`src/rtl/uart_rx_pkg.sv`:
```
// Shared UART receiver definitions: FSM state encoding and default baud divisor.
// Encodings are fixed so uart_tx and uart_control can decode the same values.
package uart_rx_pkg;

    typedef enum logic [2:0] {
        IDLE      = 3'd0,
        START     = 3'd1,
        DATA      = 3'd2,
        STOP      = 3'd3,
        WAIT_IDLE = 3'd4
    } rx_state_t;

    localparam int DEFAULT_CLKS_PER_BIT = 868;

endpackage

```
`src/rtl/sync_bit.sv`:
```
// Two-flop synchroniser for one asynchronous input bit.
// Flops reset to RESET_VALUE so an idle line does not glitch out of reset.
module sync_bit #(
    parameter logic RESET_VALUE = 1'b1
) (
    input  logic clk,
    input  logic rst,
    input  logic d,
    output logic q
);

    logic meta;

    always_ff @(posedge clk) begin
        if (rst) begin
            meta <= RESET_VALUE;
            q    <= RESET_VALUE;
        end else begin
            meta <= d;
            q    <= meta;
        end
    end

endmodule

```
`src/rtl/uart_rx.sv`:
```
// 8N1 UART receiver feeding the rx FIFO; samples each bit at its mid-point.
// Line errors are reported as single-cycle pulses.
module uart_rx
    import uart_rx_pkg::*;
#(
    parameter int CLKS_PER_BIT = DEFAULT_CLKS_PER_BIT
) (
    input  logic       clk,
    input  logic       rst,
    input  logic       rxd,
    output logic [7:0] rx_fifo_data,
    output logic       rx_fifo_write_enable,
    input  logic       rx_fifo_full,
    output logic       rx_busy,
    output logic       frame_error,
    output logic       overrun_error
);

    localparam int HALF_BIT = CLKS_PER_BIT / 2;
    localparam int CW = $clog2(CLKS_PER_BIT);

    typedef logic [CW-1:0] cnt_t;

    localparam cnt_t HALF_LAST = cnt_t'(HALF_BIT - 1);
    localparam cnt_t BIT_LAST  = cnt_t'(CLKS_PER_BIT - 1);

    logic rxd_s;

    rx_state_t  state, state_n;
    cnt_t       cnt, cnt_n;
    logic [2:0] idx, idx_n;
    logic [7:0] shift, shift_n;
    logic [7:0] data_q, data_n;
    logic       we_q, we_n;
    logic       fe_q, fe_n;
    logic       oe_q, oe_n;

    sync_bit #(
        .RESET_VALUE (1'b1)
    ) u_sync (
        .clk (clk),
        .rst (rst),
        .d   (rxd),
        .q   (rxd_s)
    );

    always_ff @(posedge clk) begin
        if (rst) begin
            state  <= IDLE;
            cnt    <= '0;
            idx    <= '0;
            shift  <= '0;
            data_q <= '0;
            we_q   <= 1'b0;
            fe_q   <= 1'b0;
            oe_q   <= 1'b0;
        end else begin
            state  <= state_n;
            cnt    <= cnt_n;
            idx    <= idx_n;
            shift  <= shift_n;
            data_q <= data_n;
            we_q   <= we_n;
            fe_q   <= fe_n;
            oe_q   <= oe_n;
        end
    end

    always_comb begin
        state_n = state;
        cnt_n   = cnt + 1'b1;
        idx_n   = idx;
        shift_n = shift;
        data_n  = data_q;
        we_n    = 1'b0;
        fe_n    = 1'b0;
        oe_n    = 1'b0;
        unique case (state)
            IDLE: begin
                cnt_n = '0;
                if (!rxd_s) state_n = START;
            end
            START: begin
                if (cnt == HALF_LAST) begin
                    cnt_n   = '0;
                    idx_n   = '0;
                    state_n = rxd_s ? IDLE : DATA;
                end
            end
            DATA: begin
                if (cnt == BIT_LAST) begin
                    cnt_n        = '0;
                    shift_n[idx] = rxd_s;
                    if (idx == 3'd7) state_n = STOP;
                    else idx_n = idx + 3'd1;
                end
            end
            STOP: begin
                if (cnt == BIT_LAST) begin
                    cnt_n = '0;
                    if (!rxd_s) begin
                        fe_n    = 1'b1;
                        state_n = WAIT_IDLE;
                    end else begin
                        state_n = IDLE;
                        if (rx_fifo_full) begin
                            oe_n = 1'b1;
                        end else begin
                            we_n   = 1'b1;
                            data_n = shift;
                        end
                    end
                end
            end
            WAIT_IDLE: begin
                // A held-low break stays here so it yields one error only
                cnt_n = '0;
                if (rxd_s) state_n = IDLE;
            end
            default: begin
                cnt_n   = '0;
                state_n = IDLE;
            end
        endcase
    end

    assign rx_fifo_data         = data_q;
    assign rx_fifo_write_enable = we_q;
    assign frame_error          = fe_q;
    assign overrun_error        = oe_q;
    assign rx_busy              = (state != IDLE);

endmodule
```
`config.mk`:
```
export PLATFORM = sky130hd
export DESIGN_NAME = uart_rx
export DESIGN_NICKNAME = d
export VERILOG_FILES = /design/src/rtl/uart_rx_pkg.sv /design/src/rtl/sync_bit.sv /design/src/rtl/uart_rx.sv
export SDC_FILE = /design/constraint.sdc
export NUM_CORES = 1
export LEC_CHECK = 0
export BUFFER_PORTS_ARGS = -buffer_cell sky130_fd_sc_hd__buf_4
export CORE_UTILIZATION = 35
export DETAILED_ROUTE_END_ITERATION = 10
export HOLD_SLACK_MARGIN = 0.08
export SETUP_SLACK_MARGIN = 0.15
export SYNTH_ARGS = -nofsm -noshare
export SYNTH_HDL_FRONTEND = slang
export SYNTH_SLANG_ARGS = --single-unit
export TNS_END_PERCENT = 30
```
`constraint.sdc`:
```
create_clock -name clk -period 2.2 [get_ports clk]
set_input_delay 0.11 -clock clk [delete_from_list [all_inputs] [get_ports clk]]
set_output_delay 0.11 -clock clk [all_outputs]
set_load 0.05 [all_outputs]
```
==> flow_metrics.tcl, run 1 <==
set metrics [dict create \
    outcome "complete, no violations" \
    crit_buf_inv 1 \
    slew_headroom 0.7171 \
    multi_input_area_um2 853.3 \
    hpwl_um 2035 \
    synth_seq_cells 37 \
    synth_compound_area_frac 0.06807 \
    grt_pass1_wl_um 5230 \
    min_period_over_period 0.8678 \
    hold_start "rst" \
    hold_viol 0 \
    drtIter0Drc 85 \
    drive_gt1_frac 0.1927 \
    drc 0 \
    fin_util 0.4109 \
    post_drt_via_cell_ratio 4.718 \
    place.port_buffers 15 \
    drtPass1Iterations 4 \
    timing.final.crit_period_ns 1.909 \
    cp-start-kind "register" \
    syn_inst 176 \
    tritoncts "done" \
    grt_max_degree 27 \
    ys_seq_area_frac 0.4287 \
    ys_warn_count 0 \
    synthSimpleGateAreaFrac 0.2723 \
    dp_slack_ns 0.2020 \
    tightest_slew_ns 0.4186 \
    grt_pass1_vias 1147 \
    grt_overflow 0 \
    synth_nets 184 \
    hold-path-cell-count 2 \
    synthXorXnorAreaFrac 0.04055 \
    drt-total-wl_um 2945 \
    worstReg2RegStart "cnt[0]$_SDFF_PP0_" \
    path_clk_slew_ns 0.07 \
    antenna_left 0 \
    setup.worst_path.start "cnt[0]$_SDFF_PP0_" \
    reg2reg_to "cnt[3]$_SDFF_PP0_" \
    cts_root_buffer "clkbuf_8" \
    path_max_fanout 10 \
    reg2reg_depth 7 \
    critPathKind "register to register" \
    h-tree-depth 2 \
    slowest_delay_ns 0.42 \
    nNetsFinal 200 \
    syn_area_per_cell_um2 9.818 \
    dpl_cell_area_mm2 0.001812 \
    endpoint_kind "register" \
    die-area_mm2 0.005222 \
    synth-adder-area-share 0.02896 \
    min-delay-path-class "primary input to register" \
    die_h_um 72.26 \
    max-cap-violations 0 \
    async_flop_share 0 \
    nFillCells 485 \
    clock_latency_ns 0.29 \
    fin_skew_ns 0.003488 \
    grt_usage 0.1292 \
    synth_mux_area_frac 0.08110 \
    ys.flop_type "dfxtp_1" \
    arrival_ns 2.09 \
    cts_buffers 5 \
    reg2reg_slack_ns 0.29 \
    critical_path.top_delay_family "simple AND/OR/NAND/NOR gates" \
    fin_tns_setup_ns 0 \
    ir_drop_mv 0.2884 \
    vias 1222 \
    drv_slew 0 \
    cts_max_path_buffers 2 \
    start_util 0.3658 \
    synth_top_family_by_area "simple AND/OR/NAND/NOR gates" \
    worst_hold_slack_ns 0.1658 \
    p_leak_nw 0.7639 \
    power_density_mw_per_mm2 673.5 \
    synth_cell_types 39 \
    crit_required_ns 2.38 \
    fin_total_pwr_mw 1.307 \
    rsz0062_at_grt "yes" \
    antennaDiodeCount 0 \
    routabilityCongestion 0.7485 \
    row_count 25 \
    antenna_found_initial 0 \
    setup_violations 0 \
    routedWlPerCell_um 11.37 \
    final_area_mm2 0.001941 \
    syn_to_final_growth_pct 12.31 \
    synth_edf_count 0 \
    worst_path_max_delay_cell "nor4bb_1" \
    instances_no_fill 259 \
    max_freq_ghz 0.5238 \
    postCtsSetupBuffers 0 \
    syn_area_mm2 0.001728 \
    core_mm2 0.004723 \
    io_pins 16 \
    seqCellArea_um2 740.7 \
    cts.sinks 37 \
    crit_chain "ha_1 -> nor4bb_1 -> nand4_1 -> a32oi_1 -> or4_1 -> buf_4 -> nor2_1" \
    numPlacedInstances 250 \
    layout_setup_ws_ns 0.2907 \
    die_x_um 72.26 \
    hold_end "shift[0]$_SDFFE_PP0P_" \
]
## cells in the mapped netlist (all sizes together), types with 4 or more instances
| master | number | area [um^2] |
|---|---|---|
| nor3 | 5 | 25.02 |
| o21ai | 4 | 20.02 |
| nand2b | 4 | 25.02 |
| xnor2 | 4 | 35.03 |
| nand4 | 6 | 43.79 |
| nand3 | 8 | 40.04 |
| ha | 4 | 50.05 |
| or3 | 4 | 25.02 |
| dfxtp | 37 | 740.7 |
| mux2i | 14 | 140.1 |
| nand2 | 8 | 30.03 |
| nor2 | 29 | 113.9 |
| a21oi | 7 | 35.03 |
| buf | 4 | 45.04 |
| xor2 | 4 | 35.03 |
| clkbuf | 6 | 82.58 |
## per-layer routing
layer	wire length (um)	GRT usage
met4	63	0.05882
met3	97	0.03750
met2	1253	0.1890
met1	1529	0.1755
met5	0	0
## repair_timing
item / CTS / global route
setup endpoints to repair: 0 / 14
hold endpoints to repair: 3 / 0
gates resized for setup: 0 / 1
hold buffers: 2 / 0
## placed cells by master (no fill, tap or decap), types with 4 or more instances in the layout
cell | Yosys | layout
a21oi_1 | 7 | 7
nand4_1 | 5 | 5
buf_4 | 0 | 17
nand3_1 | 8 | 8
nor3_1 | 5 | 5
ha_1 | 4 | 4
xor2_1 | 4 | 4
o21ai_0 | 4 | 4
clkbuf_8 | 6 | 5
nand2_1 | 8 | 8
xnor2_1 | 4 | 4
nand2b_1 | 4 | 4
nor2_1 | 27 | 27
dfxtp_1 | 37 | 37
mux2i_1 | 14 | 14
## where the power goes
part	internal, mW	switching, mW	leakage (nW)
clock network	0.329	0.227	0.0540
logic	0.0272	0.0392	0.411
registers	0.675	0.00928	0.299
## worst register-to-register path, stage by stage, from the launching register on
cell and delay (ns):
dfxtp_1 0.41, ha_1 0.18, nor4bb_1 0.42, nand4_1 0.15, a32oi_1 0.26, or4_1 0.15
buf_4 0.17, nor2_1 0.06
## state kept, by name, indices dropped and copies added, names as in the netlist, 3 cells and up
signal / count
cnt: 10
idx: 3
rx_fifo_data: 8
shift: 8
state: 3
## cell type report
class                           instances  share of cell area
Inverter                                3            0.005803
Tap cell                               67             0.04320
Sequential cell                        37              0.3817
Timing Repair Buffer                   19             0.07608
Clock buffer                            5             0.03546
Multi-Input combinational cell        126              0.4397
Clock inverter                          2             0.01805
## logic make-up (layout without fill, tap and decap cells)
family / count (synthesis) / count (layout)
xor gates and xnor gates: 8 / 8
DFF: 37 / 37
muxes: 14 / 14
and+or+nand+nor: 81 / 81
AOI/OAI and AO/OA: 19 / 19
adders and majority gates: 4 / 4
buffers and inverters: 13 / 29
## worst max path at each step
stage,to,cells after the start
floorplan,rx_fifo_data[0]$_SDFFE_PP0P_,7
global placement,rx_fifo_data[4]$_SDFFE_PP0P_,6
detailed placement,rx_fifo_data[0]$_SDFFE_PP0P_,6
CTS,rx_fifo_data[6]$_SDFFE_PP0P_,6
global route,idx[0]$_SDFFE_PP0P_,6
finish,cnt[3]$_SDFF_PP0_,7
No activity file was read; power rests on OpenSTA's default activity.
==> run 2: changes to the inputs <==
==> constraint.sdc (replaced) <==
create_clock -name clk -period 2.2 [get_ports clk]
set_input_delay 0.44 -clock clk [delete_from_list [all_inputs] [get_ports clk]]
set_output_delay 0.44 -clock clk [all_outputs]
set_load 0.05 [all_outputs]
==> run 2 against run 1 <==
- critical path depth stayed put
- routed wire length rose by 3.2%
- register-to-register slack got worse by 0.03 ns
- design area hardly changed
- largest cell class unchanged
- via count grew 0.25%
- clock skew increased by 0.0064 ns
==> flow_metrics.tcl, run 2 (synthesis results as in run 1) <==
set metrics [dict create \
    drv_slew 0 \
    pwr-share-clk 0.444 \
    postCtsSetupBuffers 0 \
    power_density_mw_per_mm2 696.3 \
    routabilityCongestion 0.7753 \
    p_sw_mw 0.3106 \
    vias 1225 \
    hpwl_um 2058 \
    antenna_left 0 \
    largest_register "cnt" \
    fin_skew_ns 0.009927 \
    min_period_over_period 0.8821 \
    worst_hold_slack_ns 0.3219 \
    post_drt_via_cell_ratio 4.730 \
    core_mm2 0.004723 \
    start_util 0.3658 \
    layout_commonest_cell "dfxtp_1" \
    p_leak_nw 0.7607 \
    dp_slack_ns 0.1931 \
    drtIter0Drc 76 \
    final_cell_mix "37 x dfxtp_1, 27 x nor2_1, 18 x buf_4" \
    grt_overflow 0 \
    tightest_slew_ns 0.4447 \
    antenna_found_initial 0 \
    nFillCells 463 \
    grt_pass1_wl_um 5278 \
    h-tree-depth 2 \
    swShare 0.2300 \
    hold_buffers 0 \
    crit_required_ns 2.38 \
    rsz0062_at_grt "yes" \
    min-delay-path-class "primary input to register" \
    max_freq_ghz 0.5153 \
    drc 0 \
    path_max_fanout 10 \
    layout_setup_ws_ns 0.2594 \
    arrival_ns 2.12 \
    drt-total-wl_um 3040 \
    cts_max_path_buffers 2 \
    antennaDiodeCount 0 \
    outcome "complete, no violations" \
    cts_root_buffer "clkbuf_8" \
    critPathKind "register to register" \
    routedWlPerCell_um 11.74 \
    seqPwrFrac 0.506 \
    place.port_buffers 15 \
    internal_power_mw 1.040 \
    path_clk_slew_ns 0.08 \
    tritoncts "done" \
    drive_gt1_frac 0.2031 \
    ir_drop_mv 0.3441 \
    io_pins 16 \
    endpoint_kind "register" \
    fin_tns_setup_ns 0 \
    setup_violations 0 \
    grt_usage 0.1305 \
    grt_max_degree 26 \
    die-area_mm2 0.005222 \
    row_count 25 \
    drtPass1Iterations 4 \
    syn_to_final_growth_pct 12.24 \
    die_x_um 72.26 \
    slew_headroom 0.6995 \
    nNetsFinal 199 \
    cts_buffers 5 \
    clock_latency_ns 0.29 \
    cts.sinks 37 \
    cp-start-kind "register" \
    timing.final.crit_period_ns 1.941 \
    max-cap-violations 0 \
    largest_reg_flops 10 \
    die_h_um 72.26 \
    grt_pass1_vias 1117 \
    combPwrFrac 0.049 \
    fin_total_pwr_mw 1.350 \
    hold_viol 0 \
]
-- run 2: power by group through the flow --
stage,Combinational [mW],Sequential [mW],Clock (mW)
after CTS,0.0665,0.684,0.611
after global placement,0.0663,0.700,0
after floorplan,0.0620,0.694,0
after global routing,0.0741,0.685,0.634
after detailed placement,0.0663,0.699,0
final,0.0666,0.684,0.600
-- run 2: path summary, 6_finish.rpt --
| check | slack, ns | cells after the start | end | startpoint |
|---|---|---|---|---|
| hold / removal | 0.32 | 2 | u_sync.meta$_SDFF_PP1_ | rxd |
| setup / recovery | 0.26 | 7 | cnt[3]$_SDFF_PP0_ | cnt[0]$_SDFF_PP0_ |
| setup reg to reg | 0.26 | 7 | cnt[3]$_SDFF_PP0_ | cnt[0]$_SDFF_PP0_ |
| hold reg to reg | 0.42 | 1 | u_sync.q$_SDFF_PP1_ | u_sync.meta$_SDFF_PP1_ |
-- run 2: cell type report --
class | count | area (um^2) | share of cell area
Multi-Input combinational cell | 126 | 853.3 | 0.4400
Sequential cell | 37 | 740.7 | 0.3819
Timing Repair Buffer | 18 | 135.1 | 0.06968
Tap cell | 67 | 83.83 | 0.04323
Clock buffer | 5 | 68.82 | 0.03548
Clock inverter | 3 | 46.29 | 0.02387
Inverter | 3 | 11.26 | 0.005806
-- run 2: metrics by stage --
step / utilization / std cells / cell area (um^2)
6_report: 0.4106 / 259 / 1939
5_1_grt: 0.4106 / 259 / 1939
4_1_cts: 0.4095 / 259 / 1934
3_5_place_dp: 0.3852 / 251 / 1819
3_3_place_gp: 0.3852 / 251 / 1819
2_1_floorplan: - / 176 / 1728
-- run 2: timing repair --
action	4_1_cts	5_1_grt
endpoints found under the setup margin	0	25
resized for setup	0	1
endpoints found under the hold margin	0	0
-- run 2: worst max-delay path: stages, from the launching register on --
cell and delay (ns):
dfxtp_1 0.42, ha_1 0.18, nor4bb_1 0.44, nand4_1 0.16, a32oi_1 0.27, or4_1 0.16, buf_4 0.16, nor2_1 0.06
-- run 2: metal layers --
| metal | GRT usage | up-vias | wire length, um |
|---|---|---|---|
| li1 | - | 643 | - |
| met1 | 0.1833 | 549 | 1645 |
| met2 | 0.1807 | 26 | 1199 |
| met3 | 0.03750 | 7 | 129 |
| met4 | 0.06536 | 0 | 65 |
| met5 | 0 | - | 0 |
